--- src/rtl/trace_packet_funnel_pkg.sv ---
// trace_packet_funnel_pkg: shared widths, typedefs and configuration helpers for the trace funnel
package trace_packet_funnel_pkg;
    localparam int DEF_WORD_W = 32;
    localparam int MAX_NCH = 16;
    typedef logic [DEF_WORD_W-1:0] word_t;
    typedef logic [$clog2(MAX_NCH)-1:0] id_t;
    function automatic int id_width(input int nch);
        return (nch > 1) ? $clog2(nch) : 1;
    endfunction
    function automatic bit cfg_legal(input int nch, input int depth);
        return nch >= 1 && nch <= MAX_NCH && depth >= 2 && (depth & (depth - 1)) == 0;
    endfunction
endpackage

--- src/rtl/trace_packet_funnel_rr_arbiter.sv ---
// trace_packet_funnel_rr_arbiter: round-robin grant with pointer advancing past each winner
module trace_packet_funnel_rr_arbiter #(
    parameter int NCH  = 2,
    parameter int ID_W = 1
) (
    input  logic            clk_i,
    input  logic            rst_i,
    input  logic [NCH-1:0]  req,
    input  logic            grant_en,
    output logic [NCH-1:0]  grant,
    output logic [ID_W-1:0] grant_idx,
    output logic            grant_vld
);
    logic [ID_W-1:0] ptr;
    logic [ID_W-1:0] k;
    always_comb begin
        grant_vld = 1'b0;
        grant_idx = '0;
        k = '0;
        for (int i = 0; i < NCH; i++) begin
            k = ID_W'((int'(ptr) + i) % NCH);
            if (!grant_vld && req[k]) begin
                grant_vld = 1'b1;
                grant_idx = k;
            end
        end
    end
    assign grant = grant_vld ? (NCH'(1) << grant_idx) : '0;
    always_ff @(posedge clk_i or posedge rst_i)
        if (rst_i)
            ptr <= '0;
        else if (grant_en && grant_vld)
            ptr <= (grant_idx == ID_W'(NCH - 1)) ? '0 : grant_idx + 1'b1;
endmodule

--- src/rtl/trace_packet_funnel.sv ---
// trace_packet_funnel: buffers NCH trace word streams and merges them round-robin into one tagged stream
module trace_packet_funnel
    import trace_packet_funnel_pkg::*;
#(
    parameter int NCH    = 2,
    parameter int WORD_W = 32,
    parameter int DEPTH  = 4,
    parameter int DROP_W = 8,
    localparam int ID_W  = id_width(NCH)
) (
    input  logic                  clk_i,
    input  logic                  rst_i,
    input  logic [NCH*WORD_W-1:0] packet_word_i,
    input  logic [NCH-1:0]        packet_word_valid_i,
    output logic [NCH-1:0]        stall_o,
    output logic [WORD_W-1:0]     word_o,
    output logic [ID_W-1:0]       src_id_o,
    output logic                  word_valid_o,
    input  logic                  stall_i,
    input  logic                  clear_i,
    output logic [NCH-1:0]        overflow_o,
    output logic [NCH*DROP_W-1:0] drop_cnt_o
);
    localparam int PW = $clog2(DEPTH) + 1;
    logic [NCH-1:0]    req;
    logic [NCH-1:0]    grant;
    logic [NCH-1:0]    pop;
    logic [ID_W-1:0]   grant_idx;
    logic              grant_vld;
    logic              load;
    logic [WORD_W-1:0] head [NCH];
    assign load = !word_valid_o || !stall_i;
    assign pop = load ? grant : '0;
    trace_packet_funnel_rr_arbiter #(.NCH(NCH), .ID_W(ID_W)) u_arb (
        .clk_i     (clk_i),
        .rst_i     (rst_i),
        .req       (req),
        .grant_en  (load),
        .grant     (grant),
        .grant_idx (grant_idx),
        .grant_vld (grant_vld)
    );
    for (genvar c = 0; c < NCH; c++) begin : g_ch
        logic [WORD_W-1:0] mem [DEPTH];
        logic [PW-1:0]     wptr;
        logic [PW-1:0]     rptr;
        logic [PW-1:0]     cnt;
        logic [PW-1:0]     cnt_nxt;
        logic              push;
        logic              drop;
        logic              stall_r;
        logic              ovf_r;
        logic [DROP_W-1:0] dcnt;
        assign cnt = wptr - rptr;
        // a full FIFO still accepts when its head leaves in the same cycle
        assign push = packet_word_valid_i[c] && (cnt < PW'(DEPTH) || pop[c]);
        assign drop = packet_word_valid_i[c] && !push;
        assign cnt_nxt = cnt + PW'(push) - PW'(pop[c]);
        assign req[c] = cnt != '0;
        assign head[c] = mem[rptr[PW-2:0]];
        assign stall_o[c] = stall_r;
        assign overflow_o[c] = ovf_r;
        assign drop_cnt_o[c*DROP_W +: DROP_W] = dcnt;
        always_ff @(posedge clk_i)
            if (push)
                mem[wptr[PW-2:0]] <= packet_word_i[c*WORD_W +: WORD_W];
        always_ff @(posedge clk_i or posedge rst_i)
            if (rst_i) begin
                wptr    <= '0;
                rptr    <= '0;
                stall_r <= 1'b0;
                ovf_r   <= 1'b0;
                dcnt    <= '0;
            end else begin
                wptr    <= wptr + PW'(push);
                rptr    <= rptr + PW'(pop[c]);
                stall_r <= cnt_nxt >= PW'(DEPTH - 1);
                ovf_r   <= drop || (ovf_r && !clear_i);
                dcnt    <= drop ? (clear_i ? DROP_W'(1) : dcnt + DROP_W'(dcnt != '1))
                                : (clear_i ? '0 : dcnt);
            end
    end
    always_ff @(posedge clk_i or posedge rst_i)
        if (rst_i) begin
            word_o       <= '0;
            src_id_o     <= '0;
            word_valid_o <= 1'b0;
        end else if (load) begin
            word_valid_o <= grant_vld;
            if (grant_vld) begin
                word_o   <= head[grant_idx];
                src_id_o <= grant_idx;
            end
        end
endmodule

--- config.mk ---
export PLATFORM = sky130hd
export DESIGN_NAME = trace_packet_funnel
export DESIGN_NICKNAME = d
export VERILOG_FILES = /design/src/rtl/trace_packet_funnel_pkg.sv /design/src/rtl/trace_packet_funnel_rr_arbiter.sv /design/src/rtl/trace_packet_funnel.sv
export SDC_FILE = /design/constraint.sdc
export NUM_CORES = 1
export LEC_CHECK = 0
export CAP_MARGIN = 20
export CORE_UTILIZATION = 25
export DETAILED_ROUTE_END_ITERATION = 8
export DONT_BUFFER_PORTS = 1
export GPL_ROUTABILITY_DRIVEN = 0
export SYNTH_ARGS = -nofsm -noshare
export SYNTH_HDL_FRONTEND = slang
export SYNTH_SLANG_ARGS = --single-unit
--- constraint.sdc ---
create_clock -name clk_i -period 8.7 [get_ports clk_i]
set_input_delay 0.87 -clock clk_i [delete_from_list [all_inputs] [get_ports clk_i]]
set_output_delay 0.87 -clock clk_i [all_outputs]
set_load 0.005 [all_outputs]
== Yosys cells after proc, flatten, opt, wreduce, memory -nomap -nowiden ==
Memory sizes are Yosys's and may differ from the RTL's.
Index checks and enable logic that the tools add are counted.

* Add/subtract/negate cells: 14
* Magnitude comparators: 7
* Equality and inequality tests: 2
* Shift-type cells: 1
* Muxes and demuxes: 23
* Bitwise logic cells: 1
* Reductions and logical operators: 24

{| class="wikitable"
|+ Operator list
! cell !! number
|-
| two-way mux 32 bit || 3
|-
| two-way mux 8 bit || 5
|-
| adder 3 x 1 -> 3 bit || 6
|-
| adder 8 x 1 -> 8 bit || 2
|-
| inequality test 8 bit (second input constant) || 2
|-
| two-way mux 1 bit || 13
|-
| logical AND 1 bit || 8
|-
| >= comparator 3 x 2 -> 1 bit (second input constant) || 2
|-
| zero test 1 bit || 6
|-
| less-than comparator 3 bit (second input constant) || 2
|-
| nonzero test 3 bit || 2
|-
| subtractor 3 x 1 -> 3 bit || 2
|-
| subtractor 3 bit || 2
|-
| logical OR 1 bit || 5
|-
| less-than comparator 1 x 2 -> 1 bit (second input constant) || 2
|-
| two-way mux 2 bit || 2
|-
| nonzero test 2 bit || 2
|-
| adder 1 bit (second input constant) || 2
|-
| >= comparator 2 bit (second input constant) || 1
|-
| NOT 1 -> 2 bit || 1
|-
| AND reduction 2 bit || 1
|-
| << shifter 1 x 1 -> 2 bit (first input constant) || 1
|}

* Register bits: 67
* RAM bits: 256
* Bits of input ports: 70
* Output and inout bits: 54
* Memories: 2

{| class="wikitable"
|+ Memories
! memory !! depth !! bits a word !! rd ports !! clocked after Yosys merged registers in !! write ports !! line !! text
|-
| g_ch[0].mem || 4 || 32 || 1 || 0 || 1 || trace_packet_funnel.sv:44 || <nowiki>logic [WORD_W-1:0] mem [DEPTH];</nowiki>
|-
| g_ch[1].mem || 4 || 32 || 1 || 0 || 1 || trace_packet_funnel.sv:44 ||
|}

== Depth between registers and ports, before layout ==
* Depth after elaboration: 16
* Gate-level depth with buffers: 15

== By module ==
From an unflattened synthesis, not the netlist that was laid out.

* Cell total of the unflattened synthesis: 664
* Area, all modules: 12655.9 um^2

{| class="wikitable"
|+ Modules (own cells, without submodules)
! module !! times used !! cells an instance !! area each (um^2)
|-
| trace_packet_funnel || 1 || 655 || 12583.3
|-
| trace_packet_funnel_rr_arbiter || 1 || 9 || 72.6
|}

== Worst setup path after synthesis ==
Ideal clock, no wire load.

* Kind: reg2reg
* Start: register g_ch[1].wptr[0]
* End: memory g_ch[0].mem[1][0], enable pin
* Arrival time: 4.344 ns
* Required time: 8.239 ns
* Setup slack: 3.895 ns
* Stages on the path, launching flop included: 9
* Buffers on the path: 1
* Clock period less this slack: 4.805 ns
* Cell sequence: dfrtp_1 inv_1 ha_1 fa_1 xor3_1 a221oi_1 buf_2 o21ai_2 nor3_1

* Longest elaborated chain between the ends: 15
* Elaborated cells on any way between the ends: 19
* Classes of those cells: add/sub: 1; shift: 1; mux: 12; reduce/logical: 5

{| class="wikitable"
|+ Ends and longest elaborated chain
! item !! line !! text
|-
| from (decl) || trace_packet_funnel.sv:45 || <nowiki>logic [PW-1:0] wptr;</nowiki>
|-
| from (signal assigned) || trace_packet_funnel.sv:75 || <nowiki>wptr <= wptr + PW'(push);</nowiki>
|-
| subtractor 3 bit * || trace_packet_funnel.sv:54 || <nowiki>assign cnt = wptr - rptr;</nowiki>
|-
| nonzero test 3 bit * || trace_packet_funnel.sv:59 || <nowiki>assign req[c] = cnt != '0;</nowiki>
|-
| two-way mux 1 bit (implied by the code) (2 in series) || trace_packet_funnel_rr_arbiter.sv:22 || <nowiki>if (!grant_vld && req[k]) begin</nowiki>
|-
| two-way mux 1 bit || trace_packet_funnel_rr_arbiter.sv:22 ||
|-
| zero test 1 bit || trace_packet_funnel_rr_arbiter.sv:22 ||
|-
| logical AND 1 bit || trace_packet_funnel_rr_arbiter.sv:22 ||
|-
| two-way mux 1 bit || trace_packet_funnel_rr_arbiter.sv:22 ||
|-
| << shifter 1 x 1 -> 2 bit || trace_packet_funnel_rr_arbiter.sv:28 || <nowiki>assign grant = grant_vld ? (NCH'(1) << grant_idx) : '0;</nowiki>
|-
| two-way mux 2 bit * || trace_packet_funnel_rr_arbiter.sv:28 ||
|-
| two-way mux 2 bit * || trace_packet_funnel.sv:33 || <nowiki>assign pop = load ? grant : '0;</nowiki>
|-
| logical OR 1 bit * || trace_packet_funnel.sv:56 || <nowiki>assign push = packet_word_valid_i[c] && (cnt < PW'(DEPTH) || pop[c]);</nowiki>
|-
| logical AND 1 bit * || trace_packet_funnel.sv:56 ||
|-
| two-way mux 1 bit * || trace_packet_funnel.sv:65 || <nowiki>if (push)</nowiki>
|-
| two-way mux 1 bit (implied by the code) * || trace_packet_funnel.sv:66 || <nowiki>mem[wptr[PW-2:0]] <= packet_word_i[c*WORD_W +: WORD_W];</nowiki>
|-
| to (decl) || trace_packet_funnel.sv:44 ||
|}

Every way passes the cells marked *; elsewhere a longest branch is shown, timed or not. The select of a mux whose other input is x is not followed.

== Worst setup path in the final report ==
* Start: register g_ch[0].rptr[0]
* End: register g_ch[1].stall_r

* Longest elaborated chain between the ends: 16
* Elaborated cells on any way between the ends: 20
* Classes of those cells: add/sub: 3; order compare: 1; shift: 1; mux: 10; reduce/logical: 5

{| class="wikitable"
|+ Ends and longest elaborated chain
! item !! line !! text
|-
| from (decl) || trace_packet_funnel.sv:46 || <nowiki>logic [PW-1:0] rptr;</nowiki>
|-
| from (signal assigned) || trace_packet_funnel.sv:76 || <nowiki>rptr <= rptr + PW'(pop[c]);</nowiki>
|-
| subtractor 3 bit * || trace_packet_funnel.sv:54 ||
|-
| nonzero test 3 bit * || trace_packet_funnel.sv:59 ||
|-
| two-way mux 1 bit (implied by the code) (2 in series) || trace_packet_funnel_rr_arbiter.sv:22 ||
|-
| two-way mux 1 bit || trace_packet_funnel_rr_arbiter.sv:22 ||
|-
| zero test 1 bit || trace_packet_funnel_rr_arbiter.sv:22 ||
|-
| logical AND 1 bit || trace_packet_funnel_rr_arbiter.sv:22 ||
|-
| two-way mux 1 bit || trace_packet_funnel_rr_arbiter.sv:22 ||
|-
| << shifter 1 x 1 -> 2 bit || trace_packet_funnel_rr_arbiter.sv:28 ||
|-
| two-way mux 2 bit * || trace_packet_funnel_rr_arbiter.sv:28 ||
|-
| two-way mux 2 bit * || trace_packet_funnel.sv:33 ||
|-
| logical OR 1 bit || trace_packet_funnel.sv:56 ||
|-
| logical AND 1 bit || trace_packet_funnel.sv:56 ||
|-
| adder 3 x 1 -> 3 bit || trace_packet_funnel.sv:58 || <nowiki>assign cnt_nxt = cnt + PW'(push) - PW'(pop[c]);</nowiki>
|-
| subtractor 3 x 1 -> 3 bit * || trace_packet_funnel.sv:58 ||
|-
| >= comparator 3 x 2 -> 1 bit * || trace_packet_funnel.sv:77 || <nowiki>stall_r <= cnt_nxt >= PW'(DEPTH - 1);</nowiki>
|-
| to (signal assigned) || trace_packet_funnel.sv:77 ||
|-
| to (decl) || trace_packet_funnel.sv:51 || <nowiki>logic stall_r;</nowiki>
|}

Marked as above.
A chain may end at the register's enable or synchronous reset.

==> run summary <==
The flow ran to the end, and the final reports show no timing, DRC or antenna violations. In the routed design, unresolved DRC markers number 0. In this run, the number of DRC markers left after iteration 0 of detailed routing was 394. The H-tree depth came out at 1. The hold buffer count at CTS is 0, and the setup fix buffers added after clock tree synthesis is 0. Entering global routing, the biggest net connects 68 pins.

Sorting the synthesized cells by how often they occur yields sky130_fd_sc_hd__edfxtp_1, sky130_fd_sc_hd__dfrtp_1, sky130_fd_sc_hd__mux4_2. The total nets after synthesis came out at 732. Row generation in the floorplan step produced 82 rows.

The count of flip-flops with a built-in enable after synthesis is 256. For the sequential cell area fraction in the yosys report, the log shows 0.736. Dividing the detail-routed wire length by the instance count gives 20.2 um.

The area share of the largest cell type after synthesis was 0.604. In the synthesized netlist the dominant register cell turns out to be sky130_fd_sc_hd__edfxtp_1. Of all nets on the critical path, the largest fanout is 35. The analysis attributes to cell leakage a power of 4.85 nW.

Worst slew margin relative to its limit: 0.407. The share of final-layout standard cells stronger than drive strength 1 works out to 0.213. After global routing the overflow that remains totals 0. At the end of the flow, the number of nets in the layout was 749. The number of max-cap violations is 0.

The path class of the tightest hold or removal check is in2reg. The flip-flop and latch count after synthesis is 323. The clock reaches the later pin of the worst-skew pair after 0.58 ns. At the placement stage, the worst setup path has a slack of 4.67 ns. Data arrives at the worst endpoint at 4.41 ns. For the count of instances resized after the clock tree is built, the log shows 0. The most common cell in the synthesized netlist is sky130_fd_sc_hd__edfxtp_1. By area the synthesized netlist is led by sky130_fd_sc_hd__edfxtp_1, sky130_fd_sc_hd__dfrtp_1, sky130_fd_sc_hd__mux4_2. In this design, the stage delay of the slowest critical-path cell is 0.55 ns. For this run, the number of Yosys warnings is 0.

CTS placed an instance of sky130_fd_sc_hd__clkbuf_16 at the clock tree root. After detailed placement, the total cell area comes to 13500 um2. The routed layout has 5971 vias. In this run the horizontal extent of the chip is 228 um.

The clock drives 323 sinks. TritonCTS built the clock tree. The number of antenna violations at the first check in global routing was 0; the I/O pin count was 124. The area of the mapped netlist is 12700 um2. The clock passes through at most 3 buffers. The fraction of synthesis flops using an asynchronous set or reset pin works out to 0.207. The final number of max-transition violations came out at 0. The number of clock buffers added by TritonCTS is 31. Capturing element type of the critical path: a flip-flop. Clock skew on the completed layout was measured at 0.0217 ns. The logs give 0.254 for the initial standard-cell utilization of the core and 4.75 ns for the setup slack after layout.

The die span in y is 228 um. Critical path's most frequent cell: sky130_fd_sc_hd__ha_1. The tools report the cell count after synthesis as 640. The layout has 4892 filler cells. The number of routed nets with antenna violations is 0. For this run, the top clock speed supported by timing is 253 MHz. For the pin with the worst max-slew slack, the measured transition is 0.890 ns. The final clock period utilization by the worst path is 0.454.

The first global-routing pass estimated 40500 um of wire. The final design instance area without fill is 14500 um2, and the number of search-and-repair iterations in the first detailed-routing pass is 4. The area growth from synthesis to layout is 14.0%. The average cell area after synthesis is 19.9 um2. Synthesis instantiated 45 different standard cells from the library.

The total negative slack was 0 ns. The tools report the estimated wirelength of the detail-placed design as 17900 um. Walking the worst path, the cells encountered are buf_4, ha_1, fa_1, a21oi_1, a221o_1, buf_4, nor2_1, ha_1, inv_1, ha_1, fa_1, xor2_1, xnor2_1, nand2_1. Number of setup violations in the final report: 0.

The worst setup path is launched from a flip-flop. The hold violation count in the final report came out at 0. Setup repair after global routing left no endpoint under its margin. During placement, the flow inserted port buffers numbering 0. The number of global-route vias before repair came out at 6252. The library cell occupying the most area in the post-synthesis netlist was sky130_fd_sc_hd__edfxtp_1. The run gives 0.106 as the global-route usage over all layers. The total wire length after detailed routing was 27300 um; the die outline area was 51800 um2.

Dividing total power by cell area gives a power density of 382 nW/um2. By startpoint and endpoint, the worst setup path is classified as reg2reg. The worst-case IR drop observed on VDD is 0.000253 V. The logs give 50200 um2 for the area of the core and 9.16 ns for the data required time of the critical path. After clock tree synthesis, the clock-pin slew on the worst setup and hold paths is 0.06 ns. The ratio of routed vias to standard cells was 4.41. The cell with the largest stage delay on the worst path is sky130_fd_sc_hd__buf_4.

For the finished layout, the period the worst path requires is 3.95 ns.
==> worst max-delay path, delay by kind of cell (launching register included) <==
family | cells | cell delay, ns
xor gates and xnor gates | 2 | 0.31
DFF | 1 | 0.34
and+or+nand+nor | 2 | 0.20
buffers and inverters | 3 | 0.92
adders and majority gates | 5 | 1.65
AOI/OAI and AO/OA | 2 | 0.42
==> cell usage in the layout, fill, tap and decap left out, types with 5 or more instances in the layout <==
cell,instances
sky130_fd_sc_hd__a221o_1,34
sky130_fd_sc_hd__clkinv_1,8
sky130_fd_sc_hd__nor2_1,5
sky130_fd_sc_hd__edfxtp_1,256
sky130_fd_sc_hd__buf_4,18
sky130_fd_sc_hd__nor3_2,8
sky130_fd_sc_hd__and3_1,7
sky130_fd_sc_hd__inv_1,13
sky130_fd_sc_hd__or3_1,9
sky130_fd_sc_hd__dfrtp_1,65
sky130_fd_sc_hd__mux4_2,64
sky130_fd_sc_hd__nand2_1,14
sky130_fd_sc_hd__clkbuf_16,31
sky130_fd_sc_hd__nand3_1,9
sky130_fd_sc_hd__a21oi_1,11
sky130_fd_sc_hd__ha_1,18
sky130_fd_sc_hd__o21ai_0,9
sky130_fd_sc_hd__nor3b_1,32
sky130_fd_sc_hd__xor2_1,7
sky130_fd_sc_hd__clkbuf_1,8
sky130_fd_sc_hd__clkinv_2,7
==> worst paths after layout <==
kind	startpoint	endpoint	slack, ns	cells past startpoint
worst max register to register	g_ch[0].rptr[0]	g_ch[1].stall_r	4.75	14
worst min register to register	g_ch[1].wptr[2]	g_ch[1].wptr[2]	0.49	1
min in group asynchronous	rst_i	g_ch[1].dcnt[4]	0.43	2
worst min-delay path	clear_i	g_ch[1].dcnt[6]	0.36	1
max in group asynchronous	rst_i	g_ch[0].rptr[0]	7.63	2
worst max-delay path	g_ch[0].rptr[0]	g_ch[1].stall_r	4.75	14
==> per-layer routing <==
layer | share of wire | GRT usage | vias to the layer above
met1 | 0.38 | 0.125 | 3106
met3 | 0.13 | 0.0590 | 29
met5 | 0 | 0 | -
li1 | - | - | 2655
met2 | 0.47 | 0.169 | 181
met4 | 0.015 | 0.0201 | 0
==> layout make-up <==
type / instances / area (um2) / area share
antenna: 1 / 2.50 / 0.000173
clock buffer: 39 / 806 / 0.0555
clock inverter: 18 / 150 / 0.0104
inverter: 15 / 56.3 / 0.00388
multi-input combinational: 268 / 3150 / 0.217
sequential: 323 / 9370 / 0.646
tap: 672 / 841 / 0.0580
timing repair buffer: 18 / 135 / 0.00932
==> state kept, by name, summed over array words and instances (netlist names) <==
signal,count
g_ch.rptr,6
g_ch.mem,256
u_arb.ptr,1
g_ch.dcnt,16
g_ch.stall_r,2
g_ch.wptr,6
g_ch.ovf_r,2
word_valid_o,1
src_id_o,1
word_o,32
==> cells by family after synthesis <==
| group | synth area share |
|---|---|
| mux | 0.118 |
| flops | 0.736 |
| xor+xnor | 0.0107 |
| buf+inv | 0.0195 |
| simple gates | 0.0470 |
| compound gates | 0.0450 |
| fa+ha+maj | 0.0240 |
==> through the flow <==
step	hold slack (ns)	util	total power [mW]	std cells
2_1_floorplan	0.449	-	3.81	640
3_3_place_gp	0.479	0.270	4.28	1296
3_5_place_dp	0.486	0.270	4.33	1296
4_1_cts	0.330	0.289	5.64	1353
5_1_grt	0.319	0.289	5.89	1353
6_report	0.359	0.289	5.53	1354
==> power breakdown <==
group / switching (mW) / internal, mW
Combinational: 1.06 / 0.814
Clock: 0.568 / 0.716
Sequential: 0.218 / 2.16
Note: power is estimated with default switching activity, not from simulation.
